==> config.mk <==
export PLATFORM = sky130hd
export DESIGN_NAME = hdmiext_tmds_rx_channel
export DESIGN_NICKNAME = d
export VERILOG_FILES = /design/src/rtl/hdmiext_tmds_rx_channel_pkg.sv /design/src/rtl/hdmiext_tmds_rx_channel_decode10.sv /design/src/rtl/hdmiext_tmds_rx_channel.sv
export SDC_FILE = /design/constraint.sdc
export NUM_CORES = 1
export LEC_CHECK = 0
export CORE_ASPECT_RATIO = 1.4
export CORE_MARGIN = 4
export CORE_UTILIZATION = 57
export DETAILED_ROUTE_END_ITERATION = 12
export PLACE_DENSITY = 0.84
export SLEW_MARGIN = 20
export SYNTH_ARGS = -nofsm -noshare
export SYNTH_HDL_FRONTEND = slang
export SYNTH_SLANG_ARGS = --single-unit
==> constraint.sdc <==
create_clock -name pix_clk -period 4 [get_ports pix_clk]
set_clock_uncertainty 0.15 [all_clocks]
set_input_delay 0.8 -clock pix_clk [delete_from_list [all_inputs] [get_ports pix_clk]]
set_output_delay 0.8 -clock pix_clk [all_outputs]
set_load 0.02 [all_outputs]
==> src/rtl/hdmiext_tmds_rx_channel_pkg.sv <==
// Shared TMDS receive definitions: control-token words, FSM encoding, decoded word record.
// Latency: n/a (types and constants only).
// Backpressure: n/a.
package hdmiext_tmds_rx_channel_pkg;

    // 10-bit TMDS control tokens, bit 0 first on the wire
    localparam logic [9:0] TMDS_CTRL_00 = 10'b1101010100;
    localparam logic [9:0] TMDS_CTRL_01 = 10'b0010101011;
    localparam logic [9:0] TMDS_CTRL_10 = 10'b0101010100;
    localparam logic [9:0] TMDS_CTRL_11 = 10'b1010101011;

    // Word-alignment state machine encoding
    typedef enum logic [1:0] {
        ST_SEARCH = 2'd0,
        ST_SLIP   = 2'd1,
        ST_WAIT   = 2'd2,
        ST_LOCKED = 2'd3
    } rx_state_e;

    // Decoded output word
    typedef struct packed {
        logic       de;
        logic [1:0] ctrl;
        logic [7:0] data;
    } tmds_dec_t;

endpackage

==> src/rtl/hdmiext_tmds_rx_channel_decode10.sv <==
// Combinational TMDS 10b->8b decode with control-token detection.
// Latency: 0 cycles (pure combinational).
// Backpressure: none; evaluates every word presented.
module hdmiext_tmds_decode10
    import hdmiext_tmds_rx_channel_pkg::*;
(
    input  logic [9:0] raw,
    output logic       is_ctrl,
    output logic [1:0] ctrl,
    output logic [7:0] data
);

    logic [7:0] d;

    // Token match, then undo the optional inversion and the XOR/XNOR chain
    always_comb begin
        is_ctrl = 1'b1;
        ctrl    = 2'b00;
        data    = '0;
        case (raw)
            TMDS_CTRL_00: ctrl = 2'b00;
            TMDS_CTRL_01: ctrl = 2'b01;
            TMDS_CTRL_10: ctrl = 2'b10;
            TMDS_CTRL_11: ctrl = 2'b11;
            default:      is_ctrl = 1'b0;
        endcase
        d       = raw[9] ? ~raw[7:0] : raw[7:0];
        data[0] = d[0];
        for (int i = 1; i < 8; i++) begin
            data[i] = raw[8] ? (d[i] ^ d[i-1]) : ~(d[i] ^ d[i-1]);
        end
    end

endmodule

==> src/rtl/hdmiext_tmds_rx_channel.sv <==
// One TMDS receive lane: word alignment via bitslip search plus registered 10b->8b decode.
// Latency: de/ctrl/data 1 cycle after raw; locked/bitslip registered from the FSM next state.
// Backpressure: none; a new word is consumed every pix_clk.
module hdmiext_tmds_rx_channel
    import hdmiext_tmds_rx_channel_pkg::*;
#(
    parameter int LOCK_TOKENS   = 8,
    parameter int SEARCH_WINDOW = 2048,
    parameter int SLIP_WAIT     = 4
)
(
    input  logic       pix_clk,
    input  logic       pix_rst,
    input  logic [9:0] raw,
    output logic       bitslip,
    output logic       locked,
    output logic       de,
    output logic [1:0] ctrl,
    output logic [7:0] data,
    output logic [3:0] slip_count
);

    localparam int WIN_W  = $clog2(SEARCH_WINDOW + 1);
    localparam int TOK_W  = $clog2(LOCK_TOKENS + 1);
    localparam int WAIT_W = (SLIP_WAIT < 1) ? 1 : $clog2(SLIP_WAIT + 1);

    localparam logic [WIN_W-1:0]  WIN_LAST  = WIN_W'(SEARCH_WINDOW - 1);
    localparam logic [TOK_W-1:0]  TOK_LOCK  = TOK_W'(LOCK_TOKENS);
    localparam logic [WAIT_W-1:0] WAIT_LAST = WAIT_W'((SLIP_WAIT > 0) ? SLIP_WAIT - 1 : 0);

    rx_state_e         state_q, state_d;
    logic [WIN_W-1:0]  win_q,   win_d;
    logic [TOK_W-1:0]  tok_q,   tok_d;
    logic [WAIT_W-1:0] wait_q,  wait_d;
    logic [3:0]        slips_q, slips_d;
    logic              bitslip_q, bitslip_d;
    logic              locked_q,  locked_d;
    tmds_dec_t         out_q,     out_d;

    logic              dec_is_ctrl;
    logic [1:0]        dec_ctrl;
    logic [7:0]        dec_data;

    hdmiext_tmds_decode10 u_decode (
        .raw     (raw),
        .is_ctrl (dec_is_ctrl),
        .ctrl    (dec_ctrl),
        .data    (dec_data)
    );

    // Alignment FSM: count tokens per window, slip on a dry window, drop lock on a token-free window
    always_comb begin
        state_d = state_q;
        win_d   = win_q;
        tok_d   = tok_q;
        wait_d  = wait_q;
        slips_d = slips_q;
        case (state_q)
            ST_SEARCH: begin
                win_d = win_q + WIN_W'(1);
                if (dec_is_ctrl) begin
                    tok_d = tok_q + TOK_W'(1);
                end
                // A token landing on the last window cycle is counted before the slip decision
                if (dec_is_ctrl && ((tok_q + TOK_W'(1)) == TOK_LOCK)) begin
                    state_d = ST_LOCKED;
                    win_d   = '0;
                    tok_d   = '0;
                end else if (win_q == WIN_LAST) begin
                    state_d = ST_SLIP;
                    win_d   = '0;
                    tok_d   = '0;
                    slips_d = (slips_q == 4'hF) ? slips_q : slips_q + 4'd1;
                end
            end
            ST_SLIP: begin
                state_d = ST_WAIT;
                wait_d  = '0;
            end
            ST_WAIT: begin
                // Deserializer is re-settling; raw is ignored here
                if (wait_q == WAIT_LAST) begin
                    state_d = ST_SEARCH;
                    win_d   = '0;
                    tok_d   = '0;
                end else begin
                    wait_d = wait_q + WAIT_W'(1);
                end
            end
            ST_LOCKED: begin
                if (dec_is_ctrl) begin
                    win_d = '0;
                end else if (win_q == WIN_LAST) begin
                    // Alignment lost: resume searching without slipping first
                    state_d = ST_SEARCH;
                    win_d   = '0;
                    tok_d   = '0;
                end else begin
                    win_d = win_q + WIN_W'(1);
                end
            end
            default: state_d = ST_SEARCH;
        endcase
    end

    // Output word: decoded while the next state is LOCKED, otherwise forced to zero
    always_comb begin
        locked_d  = (state_d == ST_LOCKED);
        bitslip_d = (state_d == ST_SLIP);
        out_d     = '0;
        if (locked_d) begin
            out_d.de = ~dec_is_ctrl;
            if (dec_is_ctrl) begin
                out_d.ctrl = dec_ctrl;
            end else begin
                out_d.data = dec_data;
            end
        end
    end

    // State and output registers with synchronous reset
    always_ff @(posedge pix_clk) begin
        if (pix_rst) begin
            state_q   <= ST_SEARCH;
            win_q     <= '0;
            tok_q     <= '0;
            wait_q    <= '0;
            slips_q   <= '0;
            bitslip_q <= 1'b0;
            locked_q  <= 1'b0;
            out_q     <= '0;
        end else begin
            state_q   <= state_d;
            win_q     <= win_d;
            tok_q     <= tok_d;
            wait_q    <= wait_d;
            slips_q   <= slips_d;
            bitslip_q <= bitslip_d;
            locked_q  <= locked_d;
            out_q     <= out_d;
        end
    end

    assign bitslip    = bitslip_q;
    assign locked     = locked_q;
    assign de         = out_q.de;
    assign ctrl       = out_q.ctrl;
    assign data       = out_q.data;
    assign slip_count = slips_q;

endmodule
After elaboration in Yosys (flattened, before gate mapping):

Cells that the tools add are included.

* flip-flop bits (word level): 38
* output and inout port bits: 17
* bits of input ports: 12
* logic and storage cells: 93

* reduce and logical (&&, ||, !) cells: 12
* bitwise logic cells: 19
* add/sub/neg operators: 4
* multiplexer cells: 30
* equal/unequal tests: 18

Operators with widths (count)
* $mux W12: 4
* $pmux W12 S3: 1
* $mux W4: 6
* $eq A10 B10 Y1 const B: 2
* $add A12 B1 Y12 const B: 1
* $eq A12 B11 Y1 const B: 1
* $pmux W4 S3: 1
* $not A1 Y1: 11
* $eq A10 B8 Y1 const B: 1
* $eq A10 B9 Y1 const B: 1
* $mux W2: 5
* $add A4 B1 Y4 const B: 2
* $eq A4 B4 Y1 const B: 2
* $mux W1: 8
* $mux W8: 1
* $ne A2 B2 Y1 const B: 4
* $not A8 Y8: 1
* $pmux W2 S4: 1
* $xor A1 B1 Y1: 7
* $eq A2 B2 Y1 const B: 3
* $pmux W2 S3: 1
* $pmux W3 S2: 1
* $reduce_or A3 Y1: 2
* $reduce_and A5 Y1: 1
* other kinds (13): 15

Longest topological paths before layout:

* depth in word-level cells: 9
* mapped depth: 10
* depth with buffers taken out: 9

By module:

From an unflattened synthesis, not the netlist that was laid out.

* cell total of the unflattened synthesis: 242
* area total of the unflattened synthesis: 2162.1 µm²

By module, submodules not included
* hdmiext_tmds_rx_channel: area an instance 1883.1 µm², seq. area each 760.7 µm², cells each 207, instances 1
* hdmiext_tmds_decode10: area an instance 279.0 µm², seq. area each 0.0 µm², cells each 35, instances 1

Least setup slack after synthesis:

Ideal clock, no wire load.

* path type: in2reg
* from: in raw[8]
* to: reg tok_q[0]
* library setup time: 65 ps
* data required time: 3785 ps
* cell stages on the path: 9
* arrival: 2624 ps
* slack: 1161 ps
* path buffers: 2
* path through: buf_2 -> nand2b_1 -> or4_4 -> and2_1 -> buf_2 -> or4_1 -> a21oi_1 -> a311oi_1 -> nor2_1

* cells in the longest elaborated chain, start to end: 6
* elaborated cells between the ends (all ways): 12
* those cells by class: 6 x eq/ne; 3 x mux; 3 x reduce/logical

RTL lines
* start: declaration: RTL line hdmiext_tmds_rx_channel.sv:14 `input logic [9:0] raw,`
* $eq A10 B10 Y1, or another cell as far along: RTL line hdmiext_tmds_rx_channel_decode10.sv:20 `case (raw)`
* $reduce_or A4 Y1 (no line) (*)
* $mux W1 (*): RTL line hdmiext_tmds_rx_channel_decode10.sv:20
* $logic_and A1 B1 Y1: RTL line hdmiext_tmds_rx_channel.sv:65 `if (dec_is_ctrl && ((tok_q + TOK_W'(1)) == TOK_LOCK)) begin`
* $ne A4 B4 Y1 (no line) / $mux W4 (equally long branches)
* $reduce_and A5 Y1 (no line) / $pmux W4 S3 (equally long branches)
* end signal: assignment: RTL line hdmiext_tmds_rx_channel.sv:135 `tok_q <= tok_d;`
* end: declaration: RTL line hdmiext_tmds_rx_channel.sv:33 `logic [TOK_W-1:0] tok_q, tok_d;`

Every way passes the cells marked *; elsewhere a longest branch is shown, timed or not.
A chain may end at the register's enable or synchronous reset.

Worst setup path in the final report:

* from: in raw[8]
* to: reg out_q, in the netlist data[7]

* cells in the longest elaborated chain, start to end: 9
* elaborated cells between the ends (all ways): 14
* those cells by class: 5 x eq/ne; 5 x mux; 1 x bitwise; 3 x reduce/logical

RTL lines
* $eq A10 B10 Y1, or another cell as far along: RTL line hdmiext_tmds_rx_channel_decode10.sv:20
* $reduce_or A4 Y1 (no line)
* $mux W1: RTL line hdmiext_tmds_rx_channel_decode10.sv:20
* $logic_and A1 B1 Y1: RTL line hdmiext_tmds_rx_channel.sv:65
* $mux W2: RTL line hdmiext_tmds_rx_channel.sv:65
* $pmux W2 S4: RTL line hdmiext_tmds_rx_channel.sv:58 `case (state_q)`
* $eq A2 B2 Y1: RTL line hdmiext_tmds_rx_channel.sv:108 `locked_d = (state_d == ST_LOCKED);`
* $not A1 Y1 (no line)
* $reduce_or A3 Y1 (no line)
* end signal: assignment: RTL line hdmiext_tmds_rx_channel.sv:140 `out_q <= out_d;`
* end: declaration: RTL line hdmiext_tmds_rx_channel.sv:38 `tmds_dec_t out_q, out_d;`

Several ways; a longest one is shown, not always the timed one.

==> results.sh <==
export IMPL_status="completed"
export IMPL_grt_setup_unrepaired="false"
export IMPL_area_sequential_sq_um=761
export IMPL_wl_met2_um=1920
export IMPL_final_common_cell="nor2_1"
export IMPL_synth_top_area_frac=0.406
export IMPL_synth_seq_cells=38
export IMPL_ys_warnings_count=0
export IMPL_ant_nets=0
export IMPL_layout_common_cells="nor2_1, dfxtp_1, clkdlybuf4s50_1, xnor2_1, nand2_1"
export IMPL_synth_edf_count=0
export IMPL_r2r_slack_ps=1440
export IMPL_layout_nets=264
export IMPL_via_count=1569
export IMPL_cp_cell_sequence="clkdlybuf4s50_1 > nand2b_1 > or4_4 > and2_1 > nor3_4 > o31a_1 > nand3_2 > nor2_1"
export IMPL_grt_pass1_vias=1526
export IMPL_wl_met1_um=1420
export IMPL_post_route_min_period_ps=3090
export IMPL_fin_crit_sh=0.771
export IMPL_syn_avg_cell_area_sq_um=8.60
export IMPL_cts_tree="done"
export IMPL_start_util=0.595
export IMPL_portBuffers=28
export IMPL_chipHeight_um=75.9
export IMPL_fin_tns_setup_ps=0
export IMPL_die_w_um=56.5
export IMPL_fillers=275
export IMPL_cp_data_required_time_ps=4080
export IMPL_grt_overflow_total=0
export IMPL_power_density_mw_per_mm2=311
export IMPL_slowest_delay_ps=530
export IMPL_slew_headroom=0.599
export IMPL_cp_slowest_cell="clkdlybuf4s50_1"
export IMPL_first_iter_violations=24
export IMPL_dp_slack_ps=594
export IMPL_wl_um=3580
export IMPL_cts_max_level=2
export IMPL_num_antenna_cells=0
export IMPL_end_kind="flip-flop"
export IMPL_hold_viol_final=0
export IMPL_synth_area_top_cells="dfxtp_1, nor2_1, xnor2_1, ha_1, xor2_1"
export IMPL_hold_class="reg2reg"
export IMPL_fmax_mhz=324
export IMPL_grt_start_max_net_pins=16
export IMPL_hpwl_um=2720
export IMPL_top_layer_used="met4"
export IMPL_finalWorstSetupSlack_ps=915
export IMPL_drive_above_1_share=0.0729
export IMPL_setup_viol=0
export IMPL_via_per_inst=5.49
export IMPL_synth_distinct_cells=49
export IMPL_synth_area_leader_cell="dfxtp_1"
export IMPL_arrival_ps=3160
export IMPL_placementRows=24
export IMPL_maxCapViolCount=0
export IMPL_area_growth_syn_to_layout_pct=20.5
export IMPL_place_gp_congestion=0.790
export IMPL_cts_resized=0
export IMPL_drc_errors=0
export IMPL_grt_use_total=0.189
export IMPL_first_pass_iters=4
export IMPL_synth_nets=236
export IMPL_start_kind="input port"
export IMPL_path_max_fanout=9
export IMPL_cts_root_buf="clkbuf_8"
export IMPL_async_flop_share=0
export IMPL_die_area_sq_mm=0.00429
export IMPL_clkTransAtPathRegs_ps=70
export IMPL_synthCells=218
export IMPL_power_leakage_nw=0.861
export IMPL_worstMarginPinSlew_ps=596
export IMPL_ir_drop_mv=0.270
export IMPL_crit_buf_inv=1
export IMPL_netlist_area_sq_mm=0.00188
export IMPL_clk_latency_ps=290
export IMPL_yosys_most_used_dff="dfxtp_1"
export IMPL_finalMaxSlewViolations=0
export IMPL_critical_path_top_delay_family="simple AND/OR/NAND/NOR gates"
export IMPL_post_drt_wl_per_cell_um=12.5
export IMPL_cts_setup_buffers=0
export IMPL_wl_met3_um=162
export IMPL_cts_made_buffers=5
export IMPL_hold_buffers=0
export IMPL_antenna_found_initial=0
export IMPL_crit_type="in2reg"
export IMPL_synth_seq_area_share=0.406
export IMPL_grt_pass1_wl_um=6370
export IMPL_multi_input_comb_area_sq_mm=0.00104
export IMPL_clock_sinks=38
export IMPL_io_pins=29
export IMPL_core_area_sq_mm=0.00315
export IMPL_clk_path_buf_depth=2
[worst min-delay path: cells and delay by family (launching register included)]
family | cells | cell delay (ps)
DFF | 1 | 330
AOI/OAI and AO/OA | 1 | 80
buffers and inverters | 1 | 50
[flip-flops by register name, indices dropped and copies added (netlist names)]
name	count
win_q	12
data	8
slip_count	4
tok_q	4
wait_q	3
ctrl	2
state_q	2
bitslip	1
de	1
locked	1
[final timing paths]
check             startpoint            end  depth (start not counted)
setup reg to reg    tok_q[0]  slip_count[3]                          8
hold reg to reg     win_q[1]       win_q[1]                          2
setup / recovery      raw[8]        data[7]                          8
hold / removal      win_q[1]       win_q[1]                          2
[synthesized netlist by cell type, drive strengths merged (2+ instances only)]
cell / n
ha: 6
nor3: 5
or4: 3
dfxtp: 38
o21ai: 7
a31oi: 2
mux2i: 2
nor2b: 6
xnor2: 15
xor2: 8
nand3b: 3
a21oi: 11
nand2b: 2
and3: 2
or3: 2
clkbuf: 5
and2: 3
nand2: 15
nand4: 4
nand3: 7
inv: 7
a21o: 2
buf: 4
nor2: 40
mux2: 2
[metrics by stage]
stage / instance area (sq um) / total power [W] / util / hold slack (ps) / instances
CTS: 2260 / 0.000710 / 0.717 / 361 / 286
finish: 2260 / 0.000702 / 0.717 / 358 / 286
detailed placement: 2170 / 0.000441 / 0.688 / 345 / 278
global placement: 2170 / 0.000440 / 0.688 / 335 / 278
floorplan: 1880 / 0.000421 / - / 322 / 218
global route: 2260 / 0.000729 / 0.717 / 389 / 286
[per-layer routing]
metal	vias up	track usage
met1	724	0.187
met2	27	0.365
met5	-	0
met3	9	0.0542
li1	809	-
met4	0	0.0871
[logic make-up (layout without fill, tap and decap cells)]
family / Yosys count / count (layout) / synth area share
and+or+nand+nor: 99 / 99 / 0.276
xor gates and xnor gates: 23 / 23 / 0.107
DFF: 38 / 38 / 0.406
adders and majority gates: 6 / 6 / 0.0400
buffers and inverters: 16 / 45 / 0.0414
AOI/OAI and AO/OA: 32 / 32 / 0.107
muxes: 4 / 4 / 0.0227
[layout make-up]
cell class	instances	share of cell area
well taps	39	0.0216
multi-input cells	164	0.459
clock buffers	7	0.0382
flip-flops and latches	38	0.337
inverters	7	0.0116
repair buffers	30	0.131
clock inverters	1	0.00221
[where the power goes]
part           switching (W)  internal, W   total, W  leakage, nW
registers         0.00000296     0.000381   0.000384        0.307
clock network       0.000131     0.000139   0.000270       0.0482
logic              0.0000219    0.0000264  0.0000483        0.506
total               0.000156     0.000546   0.000702        0.861
Note: power is estimated with default switching activity, not from simulation.
==> edit 1 (same flow settings) <==
Change the parameter `SLIP_WAIT` from 4 to 8.
--- a/src/rtl/hdmiext_tmds_rx_channel.sv
+++ b/src/rtl/hdmiext_tmds_rx_channel.sv
@@ -7,5 +7,5 @@
     parameter int LOCK_TOKENS   = 8,
     parameter int SEARCH_WINDOW = 2048,
-    parameter int SLIP_WAIT     = 4
+    parameter int SLIP_WAIT     = 8
 )
 (
Function: same outputs for any inputs over 10 cycles, from zero or initial values and one cycle with pix_rst high; that may be too few to reach the edited logic, so the function may still have changed.
==> edit 1 against the unedited design <==
Routed wire length rose by 16%; final cell count rose by 2.8%; setup slack worse by 190 ps; highest routed layer unchanged; synthesized area increased by 5.7%; sequential power increased by 2%; sequential cell count is 1 higher; count of clock-buffer cells in the layout did not move; critical path depth unchanged; largest power group unchanged; synthesized cell count up 2.8%; hold slack got worse by 8.3 ps; global-route usage is 1.5 points higher; cell area rose by 4.8%; total power shrank 0.60%.
==> edit 1: results (changes against the unedited design) <==
crit_fanout: 7  # -2
grt_util_met2_pct: 37.78  # +1.3 points
synth_cell_type_count: 48  # -2.0%
netlist_top_cells_count: "sky130_fd_sc_hd__dfxtp_1, sky130_fd_sc_hd__nor2_1, sky130_fd_sc_hd__nand2_1, sky130_fd_sc_hd__xnor2_1, sky130_fd_sc_hd__nor4_1"
num-nonclk-buffers: 29  # -3.3%
register_share_of_total_power_pct: 56.3  # +1.7 points
result_of_the_run: "completed"
global_route.usage.total_pct: 20.48  # +1.5 points
first_iter_violations: 42  # +75%
dp_slack_ps: 464.6  # -129.9 ps
dp_hpwl_um: 3160  # +16%
drt-met1-wl_um: 1625  # +14%
share_of_cell_area_taken_by_flip_flops_and_latches_pct: 32.98  # -0.68 points
synth.avg_cell_area_um2: 8.848  # +2.8%
worst_ir_drop_vdd_mv: 0.2728  # +0.87%
nNonClkInverters: 9  # +2
leakage_power_summed_over_all_cells_nw: 0.8894  # +3.4%
gr-usage-met3_pct: 5.657  # +0.23 points
vias_in_the_first_global_route: 1635  # +7.1%
nFillCells: 269  # -2.2%
post_route_cells_drive_above_1_share_pct: 7.087  # -0.20 points
worst-endpoint-arrival_ps: 3310  # +150 ps
n_multi_input_combinational_cell: 169  # +3.0%
post_drt_via_cell_ratio: 5.752  # +4.8%
power.total_uw: 698.1  # -0.60%
dp.cells: 286  # +2.9%
combinational_cell_power_consumption_uw: 49.7  # +3%
synth.area.top_cells: "sky130_fd_sc_hd__dfxtp_1, sky130_fd_sc_hd__xnor2_1, sky130_fd_sc_hd__nor2_1, sky130_fd_sc_hd__ha_1, sky130_fd_sc_hd__nand2_1"
-- edit 1: cells by family after synthesis --
group / count (synthesis) / synth area share, %
xor+xnor: 23 / 10.16
flops: 39 / 39.39
simple gates: 99 / 26.96
buf+inv: 16 / 3.409
mux: 6 / 3.220
fa+ha+maj: 7 / 4.419
compound gates: 34 / 12.44
-- edit 1: metrics by stage --
stage | hold WS (ps) | cell area [um^2] | util, %
4_1_cts | 353.7 | 2367 | 70.07
2_1_floorplan | 312.8 | 1982 | -
3_3_place_gp | 326.3 | 2286 | 67.67
6_report | 349.2 | 2367 | 70.07
3_5_place_dp | 344.8 | 2286 | 67.67
5_1_grt | 383.1 | 2367 | 70.07
-- edit 1: final timing paths --
kind	depth (start not counted)	slack [ps]	to
worst min-delay path	2	350	win_q[0]
worst max-delay path	8	720	tok_q[2]
worst max register to register	7	1430	tok_q[2]
worst min register to register	2	350	win_q[0]
==> edit 2 (same settings) <==
Made on the original files. Put a register stage on the output `data`, with the module's reset. The value now appears one clock later. The other outputs are not delayed to match. Comments in the files are not updated.
--- a/src/rtl/hdmiext_tmds_rx_channel.sv
+++ b/src/rtl/hdmiext_tmds_rx_channel.sv
@@ -28,4 +28,6 @@
     localparam logic [TOK_W-1:0]  TOK_LOCK  = TOK_W'(LOCK_TOKENS);
     localparam logic [WAIT_W-1:0] WAIT_LAST = WAIT_W'((SLIP_WAIT > 0) ? SLIP_WAIT - 1 : 0);
+
+    logic [7:0] data_d;
 
     rx_state_e         state_q, state_d;
@@ -146,6 +148,14 @@
     assign de         = out_q.de;
     assign ctrl       = out_q.ctrl;
-    assign data       = out_q.data;
+    assign data_d     = out_q.data;
     assign slip_count = slips_q;
 
+    always_ff @(posedge pix_clk) begin
+        if (pix_rst) begin
+            data <= '0;
+        end else begin
+            data <= data_d;
+        end
+    end
+
 endmodule
Formal check against the unedited RTL: not equivalent (Yosys sat finds a counterexample within 10 cycles, from zero or initial values and one cycle with pix_rst high).
==> edit 2 against the unedited design <==
Total power rose by 21%; global-route usage increased by 1.1 points; utilization fell by 1.1 points; sequential cell count increased by 8; sequential power increased by 21%; register-to-register slack improved by 130 ps; cell area grew 14%; setup slack gained 210 ps; synthesized area rose by 16%; routed wire length is 18% higher.
==> edit 2: results (changes against the unedited design) <==
postPlaceCellArea_um2: 2461  # +14%
transition_time_of_the_tightest_slew_check_pin_ps: 683.7  # +87.84 ps
post_route_cells_drive_above_1_share_pct: 8.178  # +0.89 points
dp.cells: 303  # +9.0%
portion_of_netlist_area_occupied_by_mux_cells_pct: 0.9815  # -1.3 points
grt_first_pass_wirelength_um: 7389  # +16%
crit_fanout: 8  # -1
first_iter_violations: 68  # +180%
synth_compound_gate_area_share_pct: 13.05  # +2.3 points
grt_util_met2_pct: 35.17  # -1.3 points
netlist_instances: 239  # +9.6%
finish.net_count: 286  # +8.3%
synth.area.top_cells: "sky130_fd_sc_hd__dfxtp_1, sky130_fd_sc_hd__nor2_1, sky130_fd_sc_hd__xnor2_1, sky130_fd_sc_hd__ha_1, sky130_fd_sc_hd__nand2_1"
met3_wire_length_um: 161  # -0.62%
vias: 1741  # +11%
dp_slack_ps: 826.6  # +232.1 ps
globalRouteMet1Util_pct: 21.88  # +3.2 points
nFillCells: 280  # +1.8%
drt-met1-wl_um: 1756  # +24%
number_of_nets_produced_by_synthesis: 257  # +8.9%
placer_congestion: 0.8805  # +12%
global_route.usage.total_pct: 20.05  # +1.1 points
synth_cell_type_count: 53  # +8.2%
yosys.area_share.xor_xnor_pct: 8.487  # -2.3 points
multiInputGateArea_um2: 1166  # +12%
result_of_the_run: "completed"
layout.cells.non_filler: 311  # +8.7%
synth_seq_area_share_pct: 42.49  # +1.9 points
netlist_top_cells_count: "sky130_fd_sc_hd__dfxtp_1, sky130_fd_sc_hd__nor2_1, sky130_fd_sc_hd__nand2_1, sky130_fd_sc_hd__xnor2_1, sky130_fd_sc_hd__a21oi_1"
synth_most_common_cell: "sky130_fd_sc_hd__dfxtp_1"
worst_ir_drop_vdd_mv: 0.2997  # +11%
dp_hpwl_um: 3046  # +12%
edit 2: cell count changes after synthesis, sizes merged, moves of 3 or more:
cell,before,now
dfxtp,38,46
nor2b,6,12
nand2,15,20
buf,4,0
a21oi,11,14
nor2,40,37
nor3,5,2
o211ai,0,3
edit 2: layout make-up:
type | count | share of cell area [%]
multi-input cells | 178 | 45.35
clock inverters | 2 | 1.460
well taps | 42 | 2.044
clock buffers | 6 | 2.822
repair buffers | 30 | 11.48
inverters | 7 | 1.022
flip-flops and latches | 46 | 35.82
edit 2: worst paths after layout:
check            start        to  slack (ps)  depth (start not counted)
min          data_d[4]   data[4]         290                          1
max             raw[8]  win_q[9]        1130                          7
min reg2reg  data_d[4]   data[4]         290                          1
max reg2reg   win_q[0]  win_q[9]        1570                          7
edit 2: power groups by stage:
stage	clock [mW]	combinational, mW	sequential (mW)
floorplan	0	0.0318	0.473
global placement	0	0.0492	0.474
detailed placement	0	0.0499	0.474
CTS	0.344	0.0504	0.463
global route	0.364	0.0550	0.464
finish	0.338	0.0501	0.463
